$ cat src/rtl/timer_counter.sv
`default_nettype none
// ============================================================================
// Module   : timer_counter
// Brief    : Memory-mapped down-counting timer (CTRL/PRESET/COUNT) with a
//            one-shot or auto-reload interrupt.
// Revision : 1.0 - initial release
// ============================================================================
module timer_counter #(
    parameter logic [31:0] BASE = 32'h0000_7F00
) (
    input  logic        clk,
    input  logic        reset,
    input  logic [31:0] addr,
    input  logic [3:0]  byteen,
    input  logic [31:0] wdata,
    output logic [31:0] rdata,
    output logic        hit,
    output logic        irq
);

    localparam logic [1:0] c_IDLE = 2'd0;
    localparam logic [1:0] c_LOAD = 2'd1;
    localparam logic [1:0] c_CNT  = 2'd2;
    localparam logic [1:0] c_INT  = 2'd3;

    localparam logic [1:0] c_REG_CTRL   = 2'd0;
    localparam logic [1:0] c_REG_PRESET = 2'd1;
    localparam logic [1:0] c_REG_COUNT  = 2'd2;

    localparam logic [1:0] c_MODE_RELOAD = 2'd1;

    logic [1:0]  r_state;
    logic [3:0]  r_ctrl;     // {IM, MODE[1:0], EN}
    logic [31:0] r_preset;
    logic [31:0] r_count;
    logic        r_flag;

    logic [1:0]  w_sel;
    logic        w_hit;
    logic        w_wr_ctrl;
    logic        w_wr_preset;
    logic        w_unused_addr;

    assign w_sel         = addr[3:2];
    assign w_hit         = (addr[31:4] == BASE[31:4]) && (w_sel != 2'b11);
    assign w_wr_ctrl     = w_hit && (byteen != 4'b0000) && (w_sel == c_REG_CTRL);
    assign w_wr_preset   = w_hit && (byteen != 4'b0000) && (w_sel == c_REG_PRESET);
    assign w_unused_addr = ^addr[1:0];

    assign hit = w_hit;
    assign irq = r_ctrl[3] & r_flag;

    always_comb begin
        rdata = 32'd0;
        if (w_hit) begin
            case (w_sel)
                c_REG_CTRL:   rdata = {28'd0, r_ctrl};
                c_REG_PRESET: rdata = r_preset;
                c_REG_COUNT:  rdata = r_count;
                default:      rdata = 32'd0;
            endcase
        end
    end

    // Bus writes are placed after the FSM so their assignments take priority
    // (a CTRL/PRESET write clears FLAG even on the INT-entry edge).
    always_ff @(posedge clk) begin
        if (reset) begin
            r_state  <= c_IDLE;
            r_ctrl   <= 4'd0;
            r_preset <= 32'd0;
            r_count  <= 32'd0;
            r_flag   <= 1'b0;
        end else begin
            case (r_state)
                c_IDLE: begin
                    if (r_ctrl[0]) begin
                        r_state <= c_LOAD;
                    end
                end
                c_LOAD: begin
                    r_count <= r_preset;
                    r_state <= c_CNT;
                end
                c_CNT: begin
                    if (!r_ctrl[0]) begin
                        r_state <= c_IDLE;
                    end else if (r_count == 32'd0) begin
                        r_state <= c_INT;
                        r_flag  <= 1'b1;
                    end else begin
                        r_count <= r_count - 32'd1;
                    end
                end
                c_INT: begin
                    if (r_ctrl[2:1] == c_MODE_RELOAD) begin
                        r_state <= c_LOAD;
                        r_flag  <= 1'b0;
                    end else begin
                        r_ctrl[0] <= 1'b0;
                        r_state   <= c_IDLE;
                    end
                end
                default: r_state <= c_IDLE;
            endcase

            if (w_wr_ctrl) begin
                r_flag <= 1'b0;
                if (byteen[0]) begin
                    r_ctrl <= wdata[3:0];
                end
            end

            if (w_wr_preset) begin
                r_flag <= 1'b0;
                for (int i = 0; i < 4; i++) begin
                    if (byteen[i]) begin
                        r_preset[8*i +: 8] <= wdata[8*i +: 8];
                    end
                end
            end
        end
    end

endmodule
`default_nettype wire
$ cat config.mk
export PLATFORM = sky130hd
export DESIGN_NAME = timer_counter
export DESIGN_NICKNAME = d
export VERILOG_FILES = /design/src/rtl/timer_counter.sv
export SDC_FILE = /design/constraint.sdc
export NUM_CORES = 1
export LEC_CHECK = 0
export CAP_MARGIN = 10
export CORE_ASPECT_RATIO = 0.75
export CORE_UTILIZATION = 40
export CTS_BUF_LIST = sky130_fd_sc_hd__clkbuf_8
export CTS_CLUSTER_DIAMETER = 50
export DETAILED_ROUTE_END_ITERATION = 6
export PLACE_DENSITY = 0.67
export SLEW_MARGIN = 5
export SYNTH_ARGS = -nofsm -noshare
export SYNTH_HDL_FRONTEND = slang
export SYNTH_SLANG_ARGS = --single-unit
$ cat constraint.sdc
create_clock -name clk -period 3.65 [get_ports clk]
set_clock_uncertainty 0.1 [all_clocks]
set_input_delay 1.095 -clock clk [delete_from_list [all_inputs] [get_ports clk]]
set_output_delay 1.095 -clock clk [all_outputs]
set_load 0.02 [all_outputs]
==> results summary <==
The share of async-settable or async-resettable flops after synthesis is 0%. The post-synth net total came out at 601. The width of the die came out at 122.2 um.

The TritonCTS clock tree is yes. The stage delay of the slowest cell on the critical path is 0.34 ns. The total global-route track usage came out at 24.86%. The checks that failed: negative setup slack.

The average wire per standard cell came out at 17.82 um. The area enclosed by the die boundary is 0.01126 mm^2. The first routing iteration left 279 violations. The flow ran to the end, but the final reports show violations. The number of antenna violations at the first check in global routing was 0.

Before antenna repair, the detailed router went through 5 iterations. The clock-pin slew of the registers on the worst-case setup and hold paths came out at 0.08 ns. Summing the sequential cell areas from Yosys gives 32.79% of the chip area. The synthesis warning total came out at 0. The cell count after synthesis came out at 530.

Total power for the finished layout comes to 1.477 mW. Setup repair after global routing could not meet its margin everywhere. The overall overflow remaining after global route came out at 0. For this run, the number of standard cells in the final layout without fillers is 775. At the end of routability-driven placement, the weighted congestion stood at 0.8503. The total clock buffers created by CTS is 9.

The cell that appears most often on the critical path is sky130_fd_sc_hd__buf_6. In this run the power density over the cells is 242.2 mW/mm^2. The number of standard-cell rows in the floorplan came out at 32. The path depth of the worst reg2reg path came out at 8.

The number of failing hold endpoints at the final stage was 0. A synthesized cell averages 8.178 um^2. The via count of the first global-routing pass is 4428. The arrival time of data at the critical path endpoint came out at 2.54 ns. The leakage power of the design is 2.052 nW. Counting instances, the worst hold path has a depth of 2. The hold buffer count at CTS is 0. The number of different library cells in the post-synthesis netlist came out at 60. In this run the clock root is driven by a sky130_fd_sc_hd__clkbuf_8. The leading cell type in the layout, fill and taps excluded is sky130_fd_sc_hd__dfxtp_1. Headroom to the max-slew limit came out at 42.08%. The count of boundary I/O pins came out at 104. The first global-routing pass estimated 22.19 mm of wire. The later pin in the worst-skew pair is clocked with a latency of 0.35 ns. The number of nets in the layout is 705. The maximum number of pins on one net before global-route repair is 47.

The H-tree was split into 3 levels. The post-route worst setup slack is -0.08258 ns. Setup violations remaining at the end of the flow were counted as 11. The number of nets with antenna violations after detailed routing came out at 0. Input and output buffers added on the ports amount to 101. The final routed DRC violation total is 0.

The detailed-route wire length came out at 13.81 mm. The detailed-placement wirelength estimate is 9.147 mm. The data required time of the worst path came out at 2.45 ns.

The area of all placed cells without fillers is 0.006098 mm^2. The clock passes through at most 2 buffers. The total inserted antenna cells is 0. The initial utilization of the core area, before any placement, comes to 41.63%. The core area is 0.01041 mm^2. The maximum VDD drop came out at 0.1660 mV. The fraction of final layout cells sized beyond drive strength 1 came out at 27.23%. Counting flops and latches in the post-synthesis netlist gives 71. The floorplan die height came out at 92.15 um. The critical path is of the primary input to output pin type. The placed instances occupy a cell area of 0.005752 mm^2. The clock sink count is 71. The routed layout has 4628 vias. Before CTS, the worst setup slack after placement is -0.8390 ns. The highest clock rate is 267.9 MHz. The number of max-slew violations in the final report is 0.

The worst setup path is captured at an output pin. For this design, the slowest cell found on the critical path is sky130_fd_sc_hd__or2_4. The library cells used most frequently in the layout, excluding fill and tap cells, are 71 x sky130_fd_sc_hd__dfxtp_1, 66 x sky130_fd_sc_hd__nor2_1, 40 x sky130_fd_sc_hd__mux2i_1. In this run the worst hold path is classified as register to register.

The area growth from synthesis to layout came out at 40.70%. The cell area after technology mapping is 0.004334 mm^2. In this run the worst path has a maximum fanout of 8. The worst setup path is launched from a primary input. For the pin with the worst max-slew slack, the measured transition is 0.8687 ns. Once placement completed, the tool counted placed cells totaling 745. For this run, the leading register cell type out of synthesis is sky130_fd_sc_hd__dfxtp_1. The max-cap violation count is 0.

The count of flip-flops with a built-in enable after synthesis is 0. Summed over all failing endpoints, the final setup total negative slack is -0.5980 ns. Traced cell by cell, the critical path runs through clkdlybuf4s15_1 -> nor4_1 -> nand4_1 -> or2_4 -> buf_6 -> buf_12 -> nor2_4 -> buf_6.

The final period demand of the worst path is 3.733 ns. The detail-routed via count per cell came out at 5.972. The worst path uses 102.3% of the clock period.
==> per-stage QoR <==
stage	hold slack, ns	util, %
finish	0.3968	58.58
global route	0.4319	58.58
CTS	0.3972	58.16
detailed placement	0.3852	55.25
global placement	0.3823	55.25
floorplan	0.3542	-
==> worst max-delay path, delay by kind of cell <==
kind | cells | cell delay, ns
simple gates | 4 | 0.84
buf+inv | 4 | 0.59
==> kinds of logic (layout without fill, tap and decap cells) <==
family,count (synthesis),in the layout,synth area share [%]
DFF,71,71,32.79
and+or+nand+nor,213,213,26.50
muxes,40,40,9.238
AOI/OAI and AO/OA,145,145,24.80
adders and majority gates,1,1,0.2886
buffers and inverters,60,169,6.380
==> synthesized netlist by cell type (9+ instances only) <==
library cell               instances  area [um^2]
sky130_fd_sc_hd__a21oi_1          35        175.2
sky130_fd_sc_hd__a22oi_1          29        217.7
sky130_fd_sc_hd__clkbuf_1         38        142.6
sky130_fd_sc_hd__dfxtp_1          71         1421
sky130_fd_sc_hd__inv_1            12        45.04
sky130_fd_sc_hd__mux2i_1          40        400.4
sky130_fd_sc_hd__nand2_1          22        82.58
sky130_fd_sc_hd__nand4_1           9        56.30
sky130_fd_sc_hd__nor2_1           95        356.6
sky130_fd_sc_hd__nor3_1           13        65.06
sky130_fd_sc_hd__nor4_1           14        87.58
sky130_fd_sc_hd__o311ai_0         18        157.7
sky130_fd_sc_hd__o31ai_1          21        157.7
==> metal layers <==
metal | vias up | GRT usage (%) | wire length (um)
li1 | 2213 | - | -
met1 | 2200 | 35.58 | 6500
met2 | 194 | 38.14 | 6041
met3 | 21 | 4.478 | 1074
met4 | 0 | 6.199 | 191
met5 | - | 0 | 0
==> final timing paths <==
check / startpoint / to / slack, ns
max: addr[24] / rdata[14] / -0.08
min: r_count[26]$_SDFFE_PP0P_ / r_count[26]$_SDFFE_PP0P_ / 0.40
max reg2reg: r_count[0]$_SDFFE_PP0P_ / r_count[18]$_SDFFE_PP0P_ / 0.62
min reg2reg: r_count[26]$_SDFFE_PP0P_ / r_count[26]$_SDFFE_PP0P_ / 0.40
==> where the power goes <==
group	internal, mW	switching (mW)
Sequential	0.774	0.000000000185
Clock	0.261	0.314
Combinational	0.0709	0.0567
Total	1.11	0.371
==> timing repair <==
item | in CTS | in global routing
resized for setup | 256 | 23
setup endpoints to repair | 33 | 68
cloned | 2 | 1
pin swaps | 11 | 12
setup buffers | 12 | 1
==> registers in the layout, summed over array words and instances (netlist names) <==
| name | count |
|---|---|
| r_preset | 32 |
| r_state | 2 |
| r_count | 32 |
| r_ctrl | 4 |
| r_flag | 1 |
==> cell type report <==
| class | instances | area, um^2 |
|---|---|---|
| fillers | 943 | 4312 |
| multi-input cells | 399 | 2953 |
| flip-flops and latches | 71 | 1421 |
| repair buffers | 141 | 1334 |
| well taps | 136 | 170.2 |
| clock buffers | 10 | 137.6 |
| inverters | 12 | 45.04 |
| clock inverters | 6 | 37.54 |
Power figures use the tool's default switching activity.
